### config.mk
export PLATFORM = sky130hd
export DESIGN_NAME = mem_arbiter
export DESIGN_NICKNAME = d
export VERILOG_FILES = /design/src/rtl/mem_arb_pkg.sv /design/src/rtl/arb_rr2.sv /design/src/rtl/mem_arbiter.sv
export SDC_FILE = /design/constraint.sdc
export NUM_CORES = 1
export LEC_CHECK = 0
export BUFFER_PORTS_ARGS = -buffer_cell sky130_fd_sc_hd__buf_2
export CORE_MARGIN = 1.5
export CORE_UTILIZATION = 44
export CTS_BUF_LIST = sky130_fd_sc_hd__clkbuf_4 sky130_fd_sc_hd__clkbuf_8 sky130_fd_sc_hd__clkbuf_16
export CTS_CLUSTER_SIZE = 30
export DETAILED_ROUTE_END_ITERATION = 10
export PLACE_DENSITY = 0.75
export SKIP_CTS_REPAIR_TIMING = 1
export SLEW_MARGIN = 20
export SYNTH_ARGS = -nofsm -noshare
export SYNTH_HDL_FRONTEND = slang
export SYNTH_SLANG_ARGS = --single-unit
### constraint.sdc
create_clock -name clk -period 1.35 [get_ports clk]
set_input_delay 0.135 -clock clk [delete_from_list [all_inputs] [get_ports clk]]
set_output_delay 0.135 -clock clk [all_outputs]
set_load 0.02 [all_outputs]
### src/rtl/mem_arb_pkg.sv
// mem_arb_pkg: shared types and constants for the memory arbiter.
//   state_t     : arbiter FSM encoding (IDLE / ACC / RESP)
//   ID_CPU/LDR  : requester identifiers used for owner/last/grant_id
//   *_W_DEF     : default data and address widths
package mem_arb_pkg;

    localparam int DATA_W_DEF = 32;
    localparam int ADDR_W_DEF = 10;

    typedef enum logic [1:0] {
        IDLE = 2'd0,
        ACC  = 2'd1,
        RESP = 2'd2
    } state_t;

    localparam logic ID_CPU = 1'b0;
    localparam logic ID_LDR = 1'b1;

endpackage

### src/rtl/arb_rr2.sv
// arb_rr2: combinational two-way picker for the memory arbiter.
//   req_cpu, req_ldr : pending requests
//   lock             : loader lock (loader owns the memory, CPU never wins)
//   last             : previous winner (round-robin history)
//   grant_valid      : some requester wins this arbitration
//   grant_id         : winner (ID_CPU / ID_LDR), meaningful when grant_valid
module arb_rr2
    import mem_arb_pkg::*;
(
    input  logic req_cpu,
    input  logic req_ldr,
    input  logic lock,
    input  logic last,
    output logic grant_valid,
    output logic grant_id
);

    always_comb begin
        grant_valid = 1'b0;
        grant_id    = ID_CPU;
        // Loader wins when locked, when alone, or on a tie after a CPU win.
        if (req_ldr && (lock || !req_cpu || last == ID_CPU)) begin
            grant_valid = 1'b1;
            grant_id    = ID_LDR;
        // Under lock the CPU is never granted, even with the loader idle.
        end else if (req_cpu && !lock) begin
            grant_valid = 1'b1;
            grant_id    = ID_CPU;
        end
    end

endmodule

### src/rtl/mem_arbiter.sv
// mem_arbiter: shares one synchronous RAM between the CPU and program loader.
//   clk, reset          : clock, async active-low reset
//   cpu_* / ldr_*       : request/ack ports (level req held until one-cycle ack)
//   ldr_lock            : loader wins every arbitration while high
//   mem_addr/wdata/we   : RAM command, driven from latched request in ACC
//   mem_rdata           : RAM read data, one cycle after address
//   cpu_stall           : cpu_req & ~cpu_ack, freezes the control unit
//   busy                : arbiter not in IDLE
module mem_arbiter
    import mem_arb_pkg::*;
#(
    parameter int DATA_W = DATA_W_DEF,
    parameter int ADDR_W = ADDR_W_DEF
) (
    input  logic              clk,
    input  logic              reset,
    input  logic              cpu_req,
    input  logic              cpu_we,
    input  logic [ADDR_W-1:0] cpu_addr,
    input  logic [DATA_W-1:0] cpu_wdata,
    output logic              cpu_ack,
    output logic [DATA_W-1:0] cpu_rdata,
    output logic              cpu_stall,
    input  logic              ldr_req,
    input  logic              ldr_we,
    input  logic [ADDR_W-1:0] ldr_addr,
    input  logic [DATA_W-1:0] ldr_wdata,
    output logic              ldr_ack,
    output logic [DATA_W-1:0] ldr_rdata,
    input  logic              ldr_lock,
    output logic [ADDR_W-1:0] mem_addr,
    output logic [DATA_W-1:0] mem_wdata,
    output logic              mem_we,
    input  logic [DATA_W-1:0] mem_rdata,
    output logic              busy
);

    state_t              r_state, w_state_nxt;
    logic                r_owner, r_last, r_we;
    logic [ADDR_W-1:0]   r_addr;
    logic [DATA_W-1:0]   r_wdata, r_cpu_rdata, r_ldr_rdata;
    logic                w_grant_valid, w_grant_id, w_grant, w_done;

    arb_rr2 u_pick (
        .req_cpu     (cpu_req),
        .req_ldr     (ldr_req),
        .lock        (ldr_lock),
        .last        (r_last),
        .grant_valid (w_grant_valid),
        .grant_id    (w_grant_id)
    );

    // Requests are only looked at in IDLE; ACC/RESP ignore req entirely,
    // so a requester dropping req early still gets its latched access done.
    assign w_grant = (r_state == IDLE) && w_grant_valid;

    always_ff @(posedge clk or negedge reset) begin
        if (!reset) r_state <= IDLE;
        else        r_state <= w_state_nxt;
    end

    always_comb begin
        w_state_nxt = r_state;
        case (r_state)
            IDLE:    if (w_grant_valid) w_state_nxt = ACC;
            ACC:     w_state_nxt = r_we ? IDLE : RESP;
            RESP:    w_state_nxt = IDLE;
            default: w_state_nxt = IDLE;
        endcase
    end

    always_ff @(posedge clk or negedge reset) begin
        if (!reset) begin
            r_owner     <= ID_CPU;
            r_last      <= ID_LDR;   // CPU wins the first tie
            r_we        <= 1'b0;
            r_addr      <= '0;
            r_wdata     <= '0;
            r_cpu_rdata <= '0;
            r_ldr_rdata <= '0;
        end else begin
            if (w_grant) begin
                r_owner <= w_grant_id;
                r_last  <= w_grant_id;
                r_we    <= (w_grant_id == ID_LDR) ? ldr_we    : cpu_we;
                r_addr  <= (w_grant_id == ID_LDR) ? ldr_addr  : cpu_addr;
                r_wdata <= (w_grant_id == ID_LDR) ? ldr_wdata : cpu_wdata;
            end
            if (r_state == RESP) begin
                if (r_owner == ID_CPU) r_cpu_rdata <= mem_rdata;
                else                   r_ldr_rdata <= mem_rdata;
            end
        end
    end

    // All memory/ack outputs decode registered state only; async reset
    // clears r_state, so mem_we and ack fall the instant reset asserts.
    assign w_done    = ((r_state == ACC) && r_we) || (r_state == RESP);
    assign mem_we    = (r_state == ACC) && r_we;
    assign mem_addr  = r_addr;
    assign mem_wdata = r_wdata;
    assign cpu_ack   = w_done && (r_owner == ID_CPU);
    assign ldr_ack   = w_done && (r_owner == ID_LDR);
    assign busy      = (r_state != IDLE);
    assign cpu_stall = cpu_req && !cpu_ack;

    // RAM data shows through during the ack cycle, then the captured copy holds.
    assign cpu_rdata = ((r_state == RESP) && (r_owner == ID_CPU)) ? mem_rdata : r_cpu_rdata;
    assign ldr_rdata = ((r_state == RESP) && (r_owner == ID_LDR)) ? mem_rdata : r_ldr_rdata;

endmodule

==> flow_metrics.env <==
export IMPL_area_growth_synth_to_final_pct=55.23
export IMPL_maxSlewHeadroom_pct=75.12
export IMPL_first_global_vias=4610
export IMPL_post_synth_num_cell_types=31
export IMPL_tightestPinTransition_ns=0.3693
export IMPL_setup_ws_ns=-0.5707
export IMPL_synthesis_area_um2=5650
export IMPL_routed_via_count=4657
export IMPL_grt_max_degree=38
export IMPL_power_leakage_nw=3.934
export IMPL_clock_latency_ns=0.34
export IMPL_worstSetupEndpointType="output pin"
export IMPL_initial_utilization_pct=44.96
export IMPL_globalplace_congestion=0.7596
export IMPL_min_period_over_period_pct=142.3
export IMPL_viasPerCell=5.415
export IMPL_pin_count=234
export IMPL_detail_route_iter0_violations=258
export IMPL_clock_root_buffer="sky130_fd_sc_hd__clkbuf_16"
export IMPL_wire_length_of_the_first_global_routing_pass_um=23000
export IMPL_antennaDiodeCount=0
export IMPL_ys_dominant_reg_cell="sky130_fd_sc_hd__dfrtp_1"
export IMPL_synth_top_cell_area_share_pct=48.72
export IMPL_floorplan_die_area_um2=13530
export IMPL_nNetsFinal=806
export IMPL_violations_in_the_final_reports="setup timing"
export IMPL_first_pass_iters=4
export IMPL_fp_dieH_um=116.3
export IMPL_worstPathRequired_ns=1.22
export IMPL_grt_antenna_before_repair=0
export IMPL_synth_top_cells_by_area="sky130_fd_sc_hd__dfrtp_1 (49%), sky130_fd_sc_hd__mux2_2 (12%), sky130_fd_sc_hd__a2bb2oi_2 (10%)"
export IMPL_number_of_sinks_handled_by_clock_tree_synthesis=111
export IMPL_cts_htree_levels=3
export IMPL_worst_setup_path_start_kind="flop"
export IMPL_fill_cells=863
export IMPL_synth_enable_flop_cells=0
export IMPL_synth_top_area_cell="sky130_fd_sc_hd__dfrtp_1"
export IMPL_die_x_um=116.3
export IMPL_wire_per_inst_um=20.42
export IMPL_finClkSkew_ns=0.006982
export IMPL_crit_arrival_ns=1.79
export IMPL_global_route_overflow_total=0
export IMPL_ctsLongestPathBuffers=2
export IMPL_synth_seq_area_share_pct=49.18
export IMPL_place_port_buffers=233
export IMPL_hold_viol=0
export IMPL_total_negative_slack_for_setup_checks_ns=-40.88
export IMPL_rsz0062_at_grt="true"
export IMPL_period_minus_slack_ns=1.921
export IMPL_setup_violators_final=144
export IMPL_clock_tree_from_tritoncts="built"
export IMPL_pwr_density_cell_nw_per_um2=2449
export IMPL_finalWirelength_um=17560
export IMPL_worst_ir_drop_vdd_mv=1.059
export IMPL_synthArstFlopShare_pct=100.0
export IMPL_synth_area_per_cell_um2=13.85
export IMPL_remaining_drc_errors=0
export IMPL_path_max_fanout=8
export IMPL_synth_fp_nets=531
export IMPL_hold_path_class="in2reg"
export IMPL_placementRows=41
export IMPL_finalMaxSlewViolations=0
export IMPL_detail_route_antenna_nets=0
export IMPL_postSynthCellCount=408
export IMPL_critical_path_type="reg2out"
export IMPL_max_cap_viol_count=0
export IMPL_grt_total_usage_pct=22.05
export IMPL_ys_ff_latch=111
export IMPL_clk_transition_reported_paths_ns=0.07
export IMPL_tritoncts_num_buffers=9
export IMPL_core_region_area_um2=12570
export IMPL_status="finished with violations"
export IMPL_final_layout_size_suffix_gt1_share_pct=70.64
export IMPL_power_total_mw=21.48
export IMPL_max_freq_ghz=0.5207
export IMPL_number_of_warnings_reported_in_the_yosys_synthesis_log=0
export IMPL_half_perimeter_wire_length_of_the_detailed_placement_result_um=11080
## state kept, by name (all words and copies together) (netlist names)
signal       count
r_ldr_rdata     32
r_state          2
r_last           1
mem_wdata       32
r_we             1
r_cpu_rdata     32
mem_addr        10
r_owner          1
## synthesized netlist by cell type (2+ instances only)
library cell / n
sky130_fd_sc_hd__dfrtp_1: 110
sky130_fd_sc_hd__mux2_2: 62
sky130_fd_sc_hd__and2_1: 43
sky130_fd_sc_hd__a2bb2oi_2: 39
sky130_fd_sc_hd__a221oi_2: 37
sky130_fd_sc_hd__o21ai_0: 36
sky130_fd_sc_hd__buf_2: 14
sky130_fd_sc_hd__clkbuf_1: 11
sky130_fd_sc_hd__buf_6: 9
sky130_fd_sc_hd__o21ai_1: 7
sky130_fd_sc_hd__a221oi_1: 6
sky130_fd_sc_hd__a2bb2oi_1: 4
sky130_fd_sc_hd__buf_4: 4
sky130_fd_sc_hd__buf_8: 4
sky130_fd_sc_hd__nand3b_1: 3
sky130_fd_sc_hd__mux2_1: 2
sky130_fd_sc_hd__nand2b_1: 2
sky130_fd_sc_hd__o2bb2ai_1: 2
## cells by family after synthesis
| group | Yosys count | synth area share [%] |
|---|---|---|
| AOI/OAI and AO/OA | 134 | 26.35 |
| muxes | 64 | 12.75 |
| DFF | 111 | 49.18 |
| buffers and inverters | 45 | 5.647 |
| and+or+nand+nor | 54 | 6.068 |
## routing by layer
metal | global-route usage, % | vias to the layer above | share of wire [%] | wire length [um]
met5 | 0 | - | 0 | 0
met4 | 9.024 | 0 | 2.5 | 433
met3 | 6.072 | 37 | 6.9 | 1212
met2 | 38.47 | 219 | 52 | 9099
met1 | 25.65 | 2306 | 39 | 6811
li1 | - | 2095 | - | -
## placed cells by master, fill, tap and decap left out, drive strengths merged
cell type	count
buf	296
inv	4
and3b	1
dlygate4sd3	1
nand2	1
o2bb2ai	2
or2	1
a221oi	43
nor2b	1
nand3b	3
a21oi	1
a21boi	1
a21o	1
mux2	64
and2	43
clkinv	2
nand2b	2
dfstp	1
nor2	1
bufinv	1
nor3b	1
a2bb2oi	43
clkbuf	21
dfrtp	110
o21ai	43
## critical path, stage by stage, from the launching register on
cell and delay (ns):
sky130_fd_sc_hd__dfrtp_1 0.41, sky130_fd_sc_hd__nand2b_4 0.16, sky130_fd_sc_hd__nor2_4 0.10, sky130_fd_sc_hd__buf_12 0.16, sky130_fd_sc_hd__clkbuf_16 0.16, sky130_fd_sc_hd__mux2_4 0.32, sky130_fd_sc_hd__buf_6 0.14
## area by class of cell
| type | instances | area (um2) | area share [%] |
|---|---|---|---|
| clock buffer | 13 | 274.0 | 3.124 |
| clock inverter | 3 | 47.55 | 0.5421 |
| inverter | 3 | 23.77 | 0.2710 |
| multi-input combinational | 252 | 3018 | 34.41 |
| sequential | 111 | 2781 | 31.71 |
| tap | 172 | 215.2 | 2.454 |
| timing repair buffer | 305 | 2400 | 27.36 |
| timing repair inverter | 1 | 11.26 | 0.1284 |
## power breakdown
part           leakage (nW)  internal, mW  switching (mW)
clock network         0.160          1.63            1.22
logic                  2.49          6.51            6.24
registers              1.29          5.00           0.881
## path summary, 6_finish.rpt
kind                                     from         endpoint  slack [ns]  depth (start not counted)
worst min-delay path            mem_rdata[25]  r_cpu_rdata[25]        0.05                          2
worst max register to register     r_state[0]  r_cpu_rdata[30]       -0.20                          6
min in group asynchronous               reset  r_cpu_rdata[10]        0.24                          2
worst min register to register         r_last           r_last        0.49                          1
worst max-delay path               r_state[0]    cpu_rdata[11]       -0.57                          6
max in group asynchronous               reset  r_cpu_rdata[30]        0.53                          3
## stage by stage
| step | util (%) | setup WS [ns] | std cells | hold WS [ns] | instance area (um2) |
|---|---|---|---|---|---|
| 6_report | 69.79 | -0.5707 | 860 | 0.05154 | 8771 |
| 5_1_grt | 69.79 | -0.6277 | 860 | 0.04804 | 8771 |
| 4_1_cts | 60.93 | -0.6123 | 828 | -0.3278 | 7657 |
| 3_5_place_dp | 58.37 | -0.2263 | 812 | 0.04723 | 7336 |
| 3_3_place_gp | 58.37 | -0.2120 | 812 | 0.04626 | 7336 |
| 2_1_floorplan | - | -0.04438 | 408 | -0.1606 | 5818 |
Power figures use the tool's default switching activity.
